==> src/rtl/dma_pkg.sv <==
// Shared DMA types and constants: error report, streamer states and burst request layout.
package dma_pkg;

  localparam int DMA_ADDR_W      = 32;
  localparam int AXI_4K_BOUNDARY = 4096;

  typedef logic [1:0] dma_err_src_t;

  localparam dma_err_src_t DMA_ERR_SRC_NONE = 2'd0;
  localparam dma_err_src_t DMA_ERR_SRC_RD   = 2'd1;
  localparam dma_err_src_t DMA_ERR_SRC_WR   = 2'd2;

  typedef struct packed {
    logic                  valid;
    dma_err_src_t          src;
    logic [DMA_ADDR_W-1:0] addr;
  } s_dma_error_t;

  typedef enum logic [1:0] {
    ST_IDLE  = 2'd0,
    ST_CHECK = 2'd1,
    ST_REQ   = 2'd2,
    ST_DONE  = 2'd3
  } dma_streamer_st_t;

  typedef struct packed {
    logic [DMA_ADDR_W-1:0] addr;
    logic [7:0]            len;
    logic [2:0]            size;
  } s_dma_burst_req_t;

endpackage

==> src/rtl/dma_burst_calc.sv <==
// Combinational burst sizing: beats in the next burst, limited by length, 4 KB page and MAX_BEATS.
module dma_burst_calc
  import dma_pkg::*;
#(
  parameter int ADDR_W     = 32,
  parameter int BEAT_SHIFT = 3,
  parameter int MAX_BEATS  = 256
) (
  input  logic [11:0]       addr,
  input  logic [ADDR_W-1:0] rem,
  output logic [8:0]        nb,
  output logic [7:0]        len
);

  logic [ADDR_W-1:0] beats_left_s;
  logic [8:0]        beats_cap_s;
  logic [12:0]       beats_to_4k_s;

  // Only the page offset matters for the 4 KB limit; the 13-bit domain holds 4096 itself.
  always_comb begin
    beats_left_s  = rem >> BEAT_SHIFT;
    beats_cap_s   = (beats_left_s < ADDR_W'(MAX_BEATS)) ? beats_left_s[8:0] : 9'(MAX_BEATS);
    beats_to_4k_s = (13'(AXI_4K_BOUNDARY) - {1'b0, addr}) >> BEAT_SHIFT;
    nb            = ({4'b0000, beats_cap_s} < beats_to_4k_s) ? beats_cap_s : beats_to_4k_s[8:0];
    len           = 8'(nb - 9'd1);
  end

endmodule

==> src/rtl/dma_streamer.sv <==
// Per-direction descriptor streamer: checks alignment, then issues 4 KB-safe AXI INCR burst requests.
module dma_streamer
  import dma_pkg::*;
#(
  parameter int STREAM_TYPE = 0,
  parameter int ADDR_W      = 32,
  parameter int DATA_W      = 64,
  parameter int MAX_BEATS   = 256
) (
  input  logic              clk,
  input  logic              rst,
  input  logic              dma_stream_valid_i,
  input  logic [ADDR_W-1:0] desc_addr_i,
  input  logic [ADDR_W-1:0] desc_num_bytes_i,
  output logic              dma_stream_done_o,
  output s_dma_error_t      dma_stream_err_o,
  output logic              req_valid_o,
  input  logic              req_ready_i,
  output logic [ADDR_W-1:0] req_addr_o,
  output logic [7:0]        req_len_o,
  output logic [2:0]        req_size_o
);

  localparam int BYTES_PER_BEAT = DATA_W / 8;
  localparam int BEAT_SHIFT     = $clog2(BYTES_PER_BEAT);

  dma_streamer_st_t  state_r, state_next_s;
  logic [ADDR_W-1:0] addr_r, rem_r;
  logic [ADDR_W-1:0] burst_bytes_s;
  logic              done_r;
  logic              req_valid_s;
  logic              align_err_s;
  logic [8:0]        nb_s;
  logic [7:0]        len_s;
  s_dma_error_t      err_s;
  s_dma_burst_req_t  req_s;

  dma_burst_calc #(
    .ADDR_W     (ADDR_W),
    .BEAT_SHIFT (BEAT_SHIFT),
    .MAX_BEATS  (MAX_BEATS)
  ) u_burst_calc (
    .addr (addr_r[11:0]),
    .rem  (rem_r),
    .nb   (nb_s),
    .len  (len_s)
  );

  assign burst_bytes_s = ADDR_W'(nb_s) << BEAT_SHIFT;
  assign align_err_s   = (addr_r[BEAT_SHIFT-1:0] != {BEAT_SHIFT{1'b0}}) ||
                         (rem_r[BEAT_SHIFT-1:0]  != {BEAT_SHIFT{1'b0}});

  // Next-state and request/error decode; payload depends only on registered state.
  always_comb begin
    state_next_s = state_r;
    req_valid_s  = 1'b0;
    err_s        = '0;
    req_s        = '0;
    req_s.size   = 3'(BEAT_SHIFT);
    case (state_r)
      ST_IDLE: begin
        if (dma_stream_valid_i) begin
          state_next_s = ST_CHECK;
        end else begin
          state_next_s = ST_IDLE;
        end
      end
      ST_CHECK: begin
        if (align_err_s) begin
          err_s.valid  = 1'b1;
          err_s.src    = (STREAM_TYPE == 0) ? DMA_ERR_SRC_RD : DMA_ERR_SRC_WR;
          err_s.addr   = DMA_ADDR_W'(addr_r);
          state_next_s = ST_DONE;
        end else if (rem_r == '0) begin
          state_next_s = ST_DONE;
        end else begin
          state_next_s = ST_REQ;
        end
      end
      ST_REQ: begin
        req_valid_s = 1'b1;
        req_s.addr  = DMA_ADDR_W'(addr_r);
        req_s.len   = len_s;
        if (req_ready_i && (rem_r == burst_bytes_s)) begin
          state_next_s = ST_DONE;
        end else begin
          state_next_s = ST_REQ;
        end
      end
      ST_DONE: begin
        // Hold until the control FSM drops valid so a stale descriptor is not relaunched.
        if (!dma_stream_valid_i) begin
          state_next_s = ST_IDLE;
        end else begin
          state_next_s = ST_DONE;
        end
      end
      default: begin
        state_next_s = ST_IDLE;
      end
    endcase
  end

  // State, descriptor progress and first-cycle done flag.
  always_ff @(posedge clk) begin
    if (rst) begin
      state_r <= ST_IDLE;
      addr_r  <= '0;
      rem_r   <= '0;
      done_r  <= 1'b0;
    end else begin
      state_r <= state_next_s;
      done_r  <= (state_next_s == ST_DONE) && (state_r != ST_DONE);
      if ((state_r == ST_IDLE) && dma_stream_valid_i) begin
        addr_r <= desc_addr_i;
        rem_r  <= desc_num_bytes_i;
      end else if ((state_r == ST_REQ) && req_ready_i) begin
        addr_r <= addr_r + burst_bytes_s;
        rem_r  <= rem_r - burst_bytes_s;
      end else begin
        addr_r <= addr_r;
        rem_r  <= rem_r;
      end
    end
  end

  assign dma_stream_done_o = done_r;
  assign dma_stream_err_o  = err_s;
  assign req_valid_o       = req_valid_s;
  assign req_addr_o        = ADDR_W'(req_s.addr);
  assign req_len_o         = req_s.len;
  assign req_size_o        = req_s.size;

endmodule

==> config.mk <==
export PLATFORM = sky130hd
export DESIGN_NAME = dma_streamer
export DESIGN_NICKNAME = d
export VERILOG_FILES = /design/src/rtl/dma_pkg.sv /design/src/rtl/dma_burst_calc.sv /design/src/rtl/dma_streamer.sv
export SDC_FILE = /design/constraint.sdc
export NUM_CORES = 1
export LEC_CHECK = 0
export ABC_AREA = 1
export CAP_MARGIN = 20
export CORE_ASPECT_RATIO = 0.75
export CORE_UTILIZATION = 35
export DETAILED_ROUTE_END_ITERATION = 10
export MAX_ROUTING_LAYER = met4
export REMOVE_ABC_BUFFERS = 1
export SYNTH_ARGS = -nofsm -noshare
export SYNTH_HDL_FRONTEND = slang
export SYNTH_SLANG_ARGS = --single-unit
==> constraint.sdc <==
create_clock -name clk -period 8.3 [get_ports clk]
set_clock_uncertainty 0.15 [all_clocks]
set_input_delay 1.245 -clock clk [delete_from_list [all_inputs] [get_ports clk]]
set_output_delay 1.245 -clock clk [all_outputs]
set_load 0.05 [all_outputs]
# --- After elaboration in Yosys (flattened, before gate mapping) ---
# Cells that the tools add are included.
op_classes:
  addsub: 4
  n_lt_le_gt_ge: 2
  n_eq_ne: 6
  mux: 16
  n_reduce_logical: 10
ops:
  columns: ["operator", "count"]
  rows:
  - ["$mux W32", 4]
  - ["$mux W35", 2]
  - ["$mux W40", 1]
  - ["$add A32 B12 Y32", 1]
  - ["$eq A32 B12 Y1", 1]
  - ["$logic_not A32 Y1", 1]
  - ["$sub A32 B12 Y32", 1]
  - ["$lt A29 B9 Y1 const B", 1]
  - ["$mux W9", 2]
  - ["$sub A13 B12 Y13 const A", 1]
  - ["$lt A9 B10 Y1", 1]
  - ["$pmux W2 S4", 1]
  - ["$sub A8 B1 Y8 const B", 1]
  - ["$eq A2 B2 Y1 const B", 3]
  - ["$reduce_bool A3 Y1", 2]
  - ["$mux W1", 5]
  - ["$logic_and A1 B1 Y1", 4]
  - ["$eq A2 B1 Y1 const B", 1]
  - ["$logic_not A2 Y1", 1]
  - ["$mux W2", 1]
  - ["$ne A2 B2 Y1 const B", 1]
  - ["$reduce_bool A2 Y1", 1]
  - ["$logic_or A1 B1 Y1", 1]
totals:
  register_bits: 67
  input_bits: 68
  out_inout_bits: 80
  word_cells: 42

# --- Longest topological paths before layout ---
logic_depth:
  ltp_word: 10
  ltp_mapped: 37

# --- By module ---
# A second synthesis with hierarchy kept.
hier_totals:
  hier_cells: 1250
  hier_area_um2: 6862.8
by_module_without_submodules:
  columns: ["mod", "n_inst", "cells_each", "area_per_inst_um2"]
  rows:
  - ["dma_streamer", 1, 1090, 5998.3]
  - ["dma_burst_calc", 1, 160, 864.6]

# --- Worst setup path before layout ---
# No wires, ideal clock.
synth_timing:
  path_kind: "flip-flop to output port"
  startpoint: "register addr_r[0]"
  endpoint: "output port req_len_o[7]"
  arrival_ns: 3.915
  slack_ns: 2.990
  path_stages_with_launch: 28
  path_cell_list: "dfxtp_1 > nor3_4 > nand2_2 > nor2_2 > inv_1 > nor2_1 > inv_1 > nand2_1 > nand2_1 > ha_1 > a21o_1 > a21oi_1 > nand2_1 > nand2_1 > nand2_4 > inv_2 > nand2_1 > o21ai_1 > inv_2 > nor2_1 > inv_1 > nor2_2 > nand3_2 > nor2_2 > nand2_1 > clkinv_1 > a21oi_1 > nor3_1"
synth_via:
  elab_chain_cells: 5
synth_lines:
  columns: ["item", "line", "rtl"]
  rows:
  - ["start, declared", "dma_streamer.sv:28", "logic [ADDR_W-1:0] addr_r, rem_r;"]
  - ["start signal, assigned", "dma_streamer.sv:115", "addr_r <= desc_addr_i;"]
  - ["start signal, assigned", "dma_streamer.sv:118", "addr_r <= addr_r + burst_bytes_s;"]
  - ["start signal, assigned", "dma_streamer.sv:121", "addr_r <= addr_r;"]
  - ["$sub A13 B12 Y13 (*)", "dma_burst_calc.sv:23", "beats_to_4k_s = (13'(AXI_4K_BOUNDARY) - {1'b0, addr}) >> BEAT_SHIFT;"]
  - ["$lt A9 B10 Y1", "dma_burst_calc.sv:24", "nb = ({4'b0000, beats_cap_s} < beats_to_4k_s) ? beats_cap_s : beats_to_4k_s[8:0];"]
  - ["$mux W9 (*)", "dma_burst_calc.sv:24", null]
  - ["$sub A8 B1 Y8 (*)", "dma_burst_calc.sv:25", "len = 8'(nb - 9'd1);"]
  - ["$mux W40 (*)", "dma_streamer.sv:60", "case (state_r)"]
  - ["end, declared", "dma_streamer.sv:20", "output logic [7:0] req_len_o,"]
# Every way passes the cells marked *; elsewhere a longest branch is shown, timed or not.

# --- Worst setup path in the final report ---
layout_timing:
  startpoint: "register rem_r[26]"
  endpoint: "output port req_len_o[6]"
layout_via:
  elab_chain_cells: 6
layout_lines:
  columns: ["item", "line", "rtl"]
  rows:
  - ["start, declared", "dma_streamer.sv:28", null]
  - ["start signal, assigned", "dma_streamer.sv:116", "rem_r <= desc_num_bytes_i;"]
  - ["start signal, assigned", "dma_streamer.sv:119", "rem_r <= rem_r - burst_bytes_s;"]
  - ["start signal, assigned", "dma_streamer.sv:122", "rem_r <= rem_r;"]
  - ["$lt A29 B9 Y1 (*)", "dma_burst_calc.sv:22", "beats_cap_s = (beats_left_s < ADDR_W'(MAX_BEATS)) ? beats_left_s[8:0] : 9'(MAX_BEATS);"]
  - ["$mux W9 (*)", "dma_burst_calc.sv:22", null]
  - ["$lt A9 B10 Y1", "dma_burst_calc.sv:24", null]
  - ["$mux W9 (*)", "dma_burst_calc.sv:24", null]
  - ["$sub A8 B1 Y8 (*)", "dma_burst_calc.sv:25", null]
  - ["$mux W40 (*)", "dma_streamer.sv:60", null]
# Marked as above.

==> impl_metrics.yaml <==
clock_network:
  cts_max_level: 3
  cts.reportedPaths.clkPinSlew_ps: 60
  cts_resized: 0
  clock_path_buffers: 2
  cts_tree: "yes"
  ctsHoldBuffers: 0
  cts_made_buffers: 9
  cts_root_buf: "clkbuf_16"
  cts_setup_buffers: 0
  clkSinkCount: 67
  clk_latency_ps: 360
synthesis:
  yosys.area.top_type_share: 0.212
  ys_seq_elements: 67
  synth_cell_type_count: 44
  ys_dominant_reg_cell: "dfxtp_1"
  yosysTopAreaCell: "dfxtp_1"
  synthTopCellsByArea: "dfxtp_1 (21%), nand2_1 (15%), nor2_1 (9.4%)"
  synth-seq-area-share: 0.212
  yosys_warnings: 0
  synth.cell_area_mm2: 0.00634
  ys_async_sr_fraction: 0
  syn_area_per_cell_um2: 5.78
  synthCells: 1097
  synth_edf_count: 0
grt:
  grt_max_degree: 79
  grt_pass1_wl_um: 34400
  antenna_found_initial: 0
  grt_pass1_vias: 6643
  overflow: 0
  groute.usage.overall: 0.243
pwr:
  p_leak_uw: 0.00350
  ir_drop_mv: 0.134
  powerDensity_mw_per_mm2: 321
setup_path:
  path_max_fanout: 14
  worst-r2r-setup-slack_ps: 2440
  worstPathRequired_ps: 6900
  end_kind: "output pin"
  critPathTopFamily: "simple AND/OR/NAND/NOR gates"
  max_stage_delay_ps: 820
  crit_top_cell: "nand2_1"
  critPathLaunchType: "register"
  cp_slowest_cell: "clkdlybuf4s50_1"
  r2r_end: "addr_r[25]"
  reg2reg_from: "rem_r[26]"
  reg2regPathDepth: 32
  crit_arrival_ps: 4890
  path_class: "register to output pin"
  worst-path-buf-inv: 5
route:
  drt-total-wl_um: 21600
  vias_per_cell: 4.99
  wl_per_cell_um: 14.8
  drtPass1Iterations: 5
  drt_iter0_markers: 548
  final_antenna_net_count: 0
  drc: 0
  via_count: 7296
floorplanning:
  die_h_um: 119
  start_util: 0.359
  core_mm2: 0.0177
  ios: 148
  die_area_mm2: 0.0187
  die_w_um: 157
  fp-row-count: 42
final_layout:
  areaGrowthSynthToFinish_pct: 30.2
  antenna_cells: 0
  drive_above_1_share: 0.0656
  num-nets-final: 1306
  stdcell_count: 1461
placed_design:
  numPortBuffers: 143
  gp_congestion: 0.924
  numPlacedInstances: 1445
  dp_hpwl_um: 16300
worst_hold_path:
  hold_depth: 2
  hp-class: "register to register"
  hp-start: "addr_r[31]"
  hold_path_end: "addr_r[31]"
timing:
  max_slew_margin: 0.372
  tightest_slew_ps: 941
  fmax_ghz: 0.159
  finalSetupViolations: 0
  grt_setup_unrepaired: "no"
  timing.setup.tns_ps: 0
  finalHoldViolCount: 0
  maxSlewViolCount: 0
  fin_crit_sh: 0.757
  finalCriticalPeriod_ps: 6280
flow_run:
  drv_cap: 0
run_status:
  outcome: "finished, final reports clean"
## layer usage
layer / up-vias / routed length [um] / part of all wire / global-route usage
li1: 3803 / - / - / -
met4: 0 / 217 / 0.010 / 0.0485
met3: 14 / 1530 / 0.071 / 0.0477
met2: 230 / 8470 / 0.39 / 0.336
met5: - / 0 / 0 / -
met1: 3249 / 11400 / 0.53 / 0.361
## registers in the layout (all words and copies together) (netlist names)
register	count
state_r	2
dma_stream_done_o	1
addr_r	32
rem_r	32
## cell usage in the layout, fill, tap and decap left out, types with 2 or more instances in the layout
| cell type | n |
|---|---|
| buf_4 | 5 |
| clkinv_4 | 2 |
| nor4_1 | 11 |
| o21ai_0 | 77 |
| clkbuf_16 | 9 |
| o211ai_1 | 10 |
| o21bai_1 | 11 |
| nand3_2 | 12 |
| nand2_2 | 17 |
| nor2_4 | 2 |
| conb_1 | 4 |
| o21ai_1 | 5 |
| bufinv_16 | 2 |
| clkdlybuf4s50_1 | 143 |
| xor2_1 | 9 |
| and3_1 | 2 |
| clkinv_1 | 2 |
| nand2_1 | 256 |
| o221ai_1 | 5 |
| dfxtp_1 | 67 |
| inv_1 | 147 |
| nand3_1 | 69 |
| nor2_2 | 9 |
| nand4_1 | 22 |
| nor2_1 | 159 |
| a21oi_2 | 2 |
| nand3_4 | 2 |
| nor3b_1 | 2 |
| ha_1 | 23 |
| a21oi_1 | 76 |
| nand2_4 | 5 |
| inv_2 | 4 |
| nor3_1 | 17 |
| a31oi_1 | 15 |
| nor3_4 | 2 |
## power by group
group,leakage [uW],switching (uW),internal [uW]
clock network,0.000153,165,264
registers,0.000551,78.9,387
logic,0.00279,1200,555
total,0.00350,1440,1210
## cell type report
cell class | instances | area [um^2]
clock buffers | 10 | 229
clock inverters | 6 | 90.1
fillers | 1922 | 9400
inverters | 153 | 574
multi-input cells | 835 | 4250
flip-flops and latches | 67 | 1340
well taps | 242 | 303
repair buffers | 148 | 1470
## cells by family (layout without fill, tap and decap cells)
group | Yosys count | count (layout) | share of synthesized area
buffers and inverters | 197 | 317 | 0.121
adder cells (fa/ha/maj) | 24 | 24 | 0.0486
flip-flops | 67 | 67 | 0.212
AO/OA/AOI/OAI | 208 | 208 | 0.184
other | 2 | 4 | 0.00119
XOR/XNOR | 9 | 9 | 0.0124
AND/OR/NAND/NOR | 590 | 590 | 0.421
## metrics by stage
step	hold WS (ps)	util	power, uW	instance area, um^2	setup slack (ps)
after CTS	332	0.467	2640	8250	2060
final	334	0.467	2650	8250	2020
after detailed placement	323	0.449	2200	7940	2450
after global routing	352	0.467	2890	8250	1510
after floorplan	302	-	1750	6150	2690
after global placement	319	0.449	2190	7940	2530
## Yosys cell counts (3+ instances only)
master / count
nand2_1: 258
nand2_4: 4
clkinv_1: 3
o21ai_1: 5
nor2_1: 159
inv_2: 3
nand2_2: 16
dfxtp_1: 67
o211ai_1: 10
clkbuf_1: 38
nand3_2: 12
o21bai_1: 11
ha_1: 23
nand3_1: 69
a21oi_1: 76
nor2_2: 9
xor2_1: 9
o21ai_0: 77
o221ai_1: 5
nand4_1: 22
nor4_1: 11
inv_1: 147
buf_4: 5
nor3_1: 17
a31oi_1: 15
## worst reg2reg max path, delay by kind of cell (launching register included)
kind / cells / cell delay, ps
compound gates: 8 / 1420
fa+ha+maj: 3 / 880
buf+inv: 4 / 360
flops: 1 / 350
simple gates: 17 / 2630
## worst max-delay path by stage
| stage | endpoint | cells after the start | from | slack [ps] |
|---|---|---|---|---|
| finish | req_len_o[6] | 25 | rem_r[26] | 2020 |
| detailed placement | req_len_o[7] | 25 | rem_r[26] | 2450 |
| global placement | req_len_o[7] | 26 | addr_r[4] | 2530 |
| floorplan | addr_r[3] | 6 | dma_stream_valid_i | 2690 |
| CTS | req_len_o[7] | 25 | rem_r[26] | 2060 |
| global route | req_len_o[6] | 25 | rem_r[26] | 1510 |
(Power assumes the default switching activity.)
==> variant: new RTL, config.mk and constraints unchanged <==
Change the package constant `DMA_ADDR_W` from 32 to 16.
--- a/src/rtl/dma_pkg.sv
+++ b/src/rtl/dma_pkg.sv
@@ -2,5 +2,5 @@
 package dma_pkg;
 
-  localparam int DMA_ADDR_W      = 32;
+  localparam int DMA_ADDR_W      = 16;
   localparam int AXI_4K_BOUNDARY = 4096;
 
Ports: changed (resized dma_stream_err_o); port bits go from 148 to 132. The function was not compared with the original's and may differ.
==> variant against the original RTL <==
Highest routed layer unchanged; maximum frequency is 2.3% lower; global-route usage is 2.7 points lower; total power is 6.6% higher; wire length is 28% lower; sequential cell count is 16 lower; sequential power is 13% lower; synthesized area is 19% lower; final area is 24% lower; critical path depth is 2 higher; via count is 24% lower; worst setup slack worse by 150 ps; sequential share of layout area is 0.069 points lower.
==> variant: results (changes against the original RTL) <==
Synthesis
  – Synth top cells by count: nand2_1, inv_1, nor2_1
  – Post-synthesis cell type count: 48 (+9.1%)
  – Top post-synthesis cells by area: dfxtp_1, nand2_1, inv_1
  – Avg Cell Area, Syn: 5.92 µm² (+2.5%)

CTS
  – Clk_lat worst skew: 300 ps (-60 ps)

Global routing
  – First-pass GRT wire length: 25,100 µm (-27%)
  – Largest net degree at the start of global routing: 76 (-3.8%)
  – Met1 Use GR: 0.346 (-0.0152)
  – Grt met3 use: 0.0286 (-0.0191)
  – Gr usage total: 0.217 (-0.0267)

Detailed routing
  – Wl on met1: 8500 µm (-25%)
  – Met3 WL: 1150 µm (-25%)
  – Drt total wl: 15,500 µm (-28%)
  – DR WL/cell: 13.6 µm (-7.9%)

Worst hold path
  – Hold EP: addr_r[15]$_SDFFE_PP0P_
  – Min-delay src: addr_r[15]$_SDFFE_PP0P_

STA
  – Slew headroom: 0.415 (+0.0427)

Power
  – Switching share of power: 0.596 (+0.0514)
  – VDD IR max: 190 µV (+42%)
  – Lkg Pwr: 2.96 nW (-15%)

Cells and area
  – Layout cells sized above 1: 0.0794 (+0.0138)
  – # fillers: 1,528 (-20%)
  – Final #Nets: 1,035 (-21%)
  – Largest regs: rem_r x32, addr_r x16, state_r x2

Setup path
  – R2r setup slk: 2500 ps (+60 ps)
  – Critical path capture point: req_len_o[7]

Place
  – Dpl ws: 2220 ps (-234 ps)
  – Placed cell area: 6150 µm² (-22%)
  – IO buf count: 95 (-34%)
  – GPL Wtd Cong: 0.927 (+0.38%)

Run status
  – Status: finished clean
variant: changes by cell type in the layout (fill, tap and decap cells not counted), sizes merged, moves of 7 or more:
cell / before / now
nand2: 278 / 218
clkdlybuf4s50: 143 / 95
nor2: 170 / 125
inv: 151 / 124
o21ai: 82 / 64
a21oi: 79 / 63
conb: 4 / 20
dfxtp: 67 / 51
nor3: 20 / 6
nand3: 83 / 70
o211ai: 10 / 1
a31oi: 15 / 8
variant: cell families after synthesis:
kind of cell | share of synthesized area
xor+xnor | 0.0102
buf+inv | 0.148
fa+ha+maj | 0.0600
compound gates | 0.167
other cells | 0.00146
flops | 0.199
simple gates | 0.413
variant: cell type report:
cell class	count	area, µm²	area share
Clock buffer	6	139	0.0220
Multi-Input combinational cell	658	3420	0.541
Timing Repair Buffer	100	988	0.157
Inverter	127	485	0.0769
Clock inverter	2	16.3	0.00258
Tap cell	195	244	0.0387
Sequential cell	51	1020	0.162
variant: worst reg2reg max path: cells and delay by family, from the launching register on:
| kind | cells | cell delay [ps] |
|---|---|---|
| AO/OA/AOI/OAI | 8 | 1390 |
| flip-flops | 1 | 330 |
| buffers and inverters | 5 | 440 |
| AND/OR/NAND/NOR | 20 | 2530 |
| adder cells (fa/ha/maj) | 3 | 880 |
variant: power by group through the flow:
| stage | Combinational [mW] | Clock [mW] | Sequential [mW] |
|---|---|---|---|
| final | 2.19 | 0.226 | 0.405 |
| after global routing | 2.47 | 0.240 | 0.416 |
| after CTS | 2.17 | 0.232 | 0.403 |
| after detailed placement | 2.15 | 0 | 0.408 |
| after global placement | 2.14 | 0 | 0.408 |
| after floorplan | 1.66 | 0 | 0.385 |
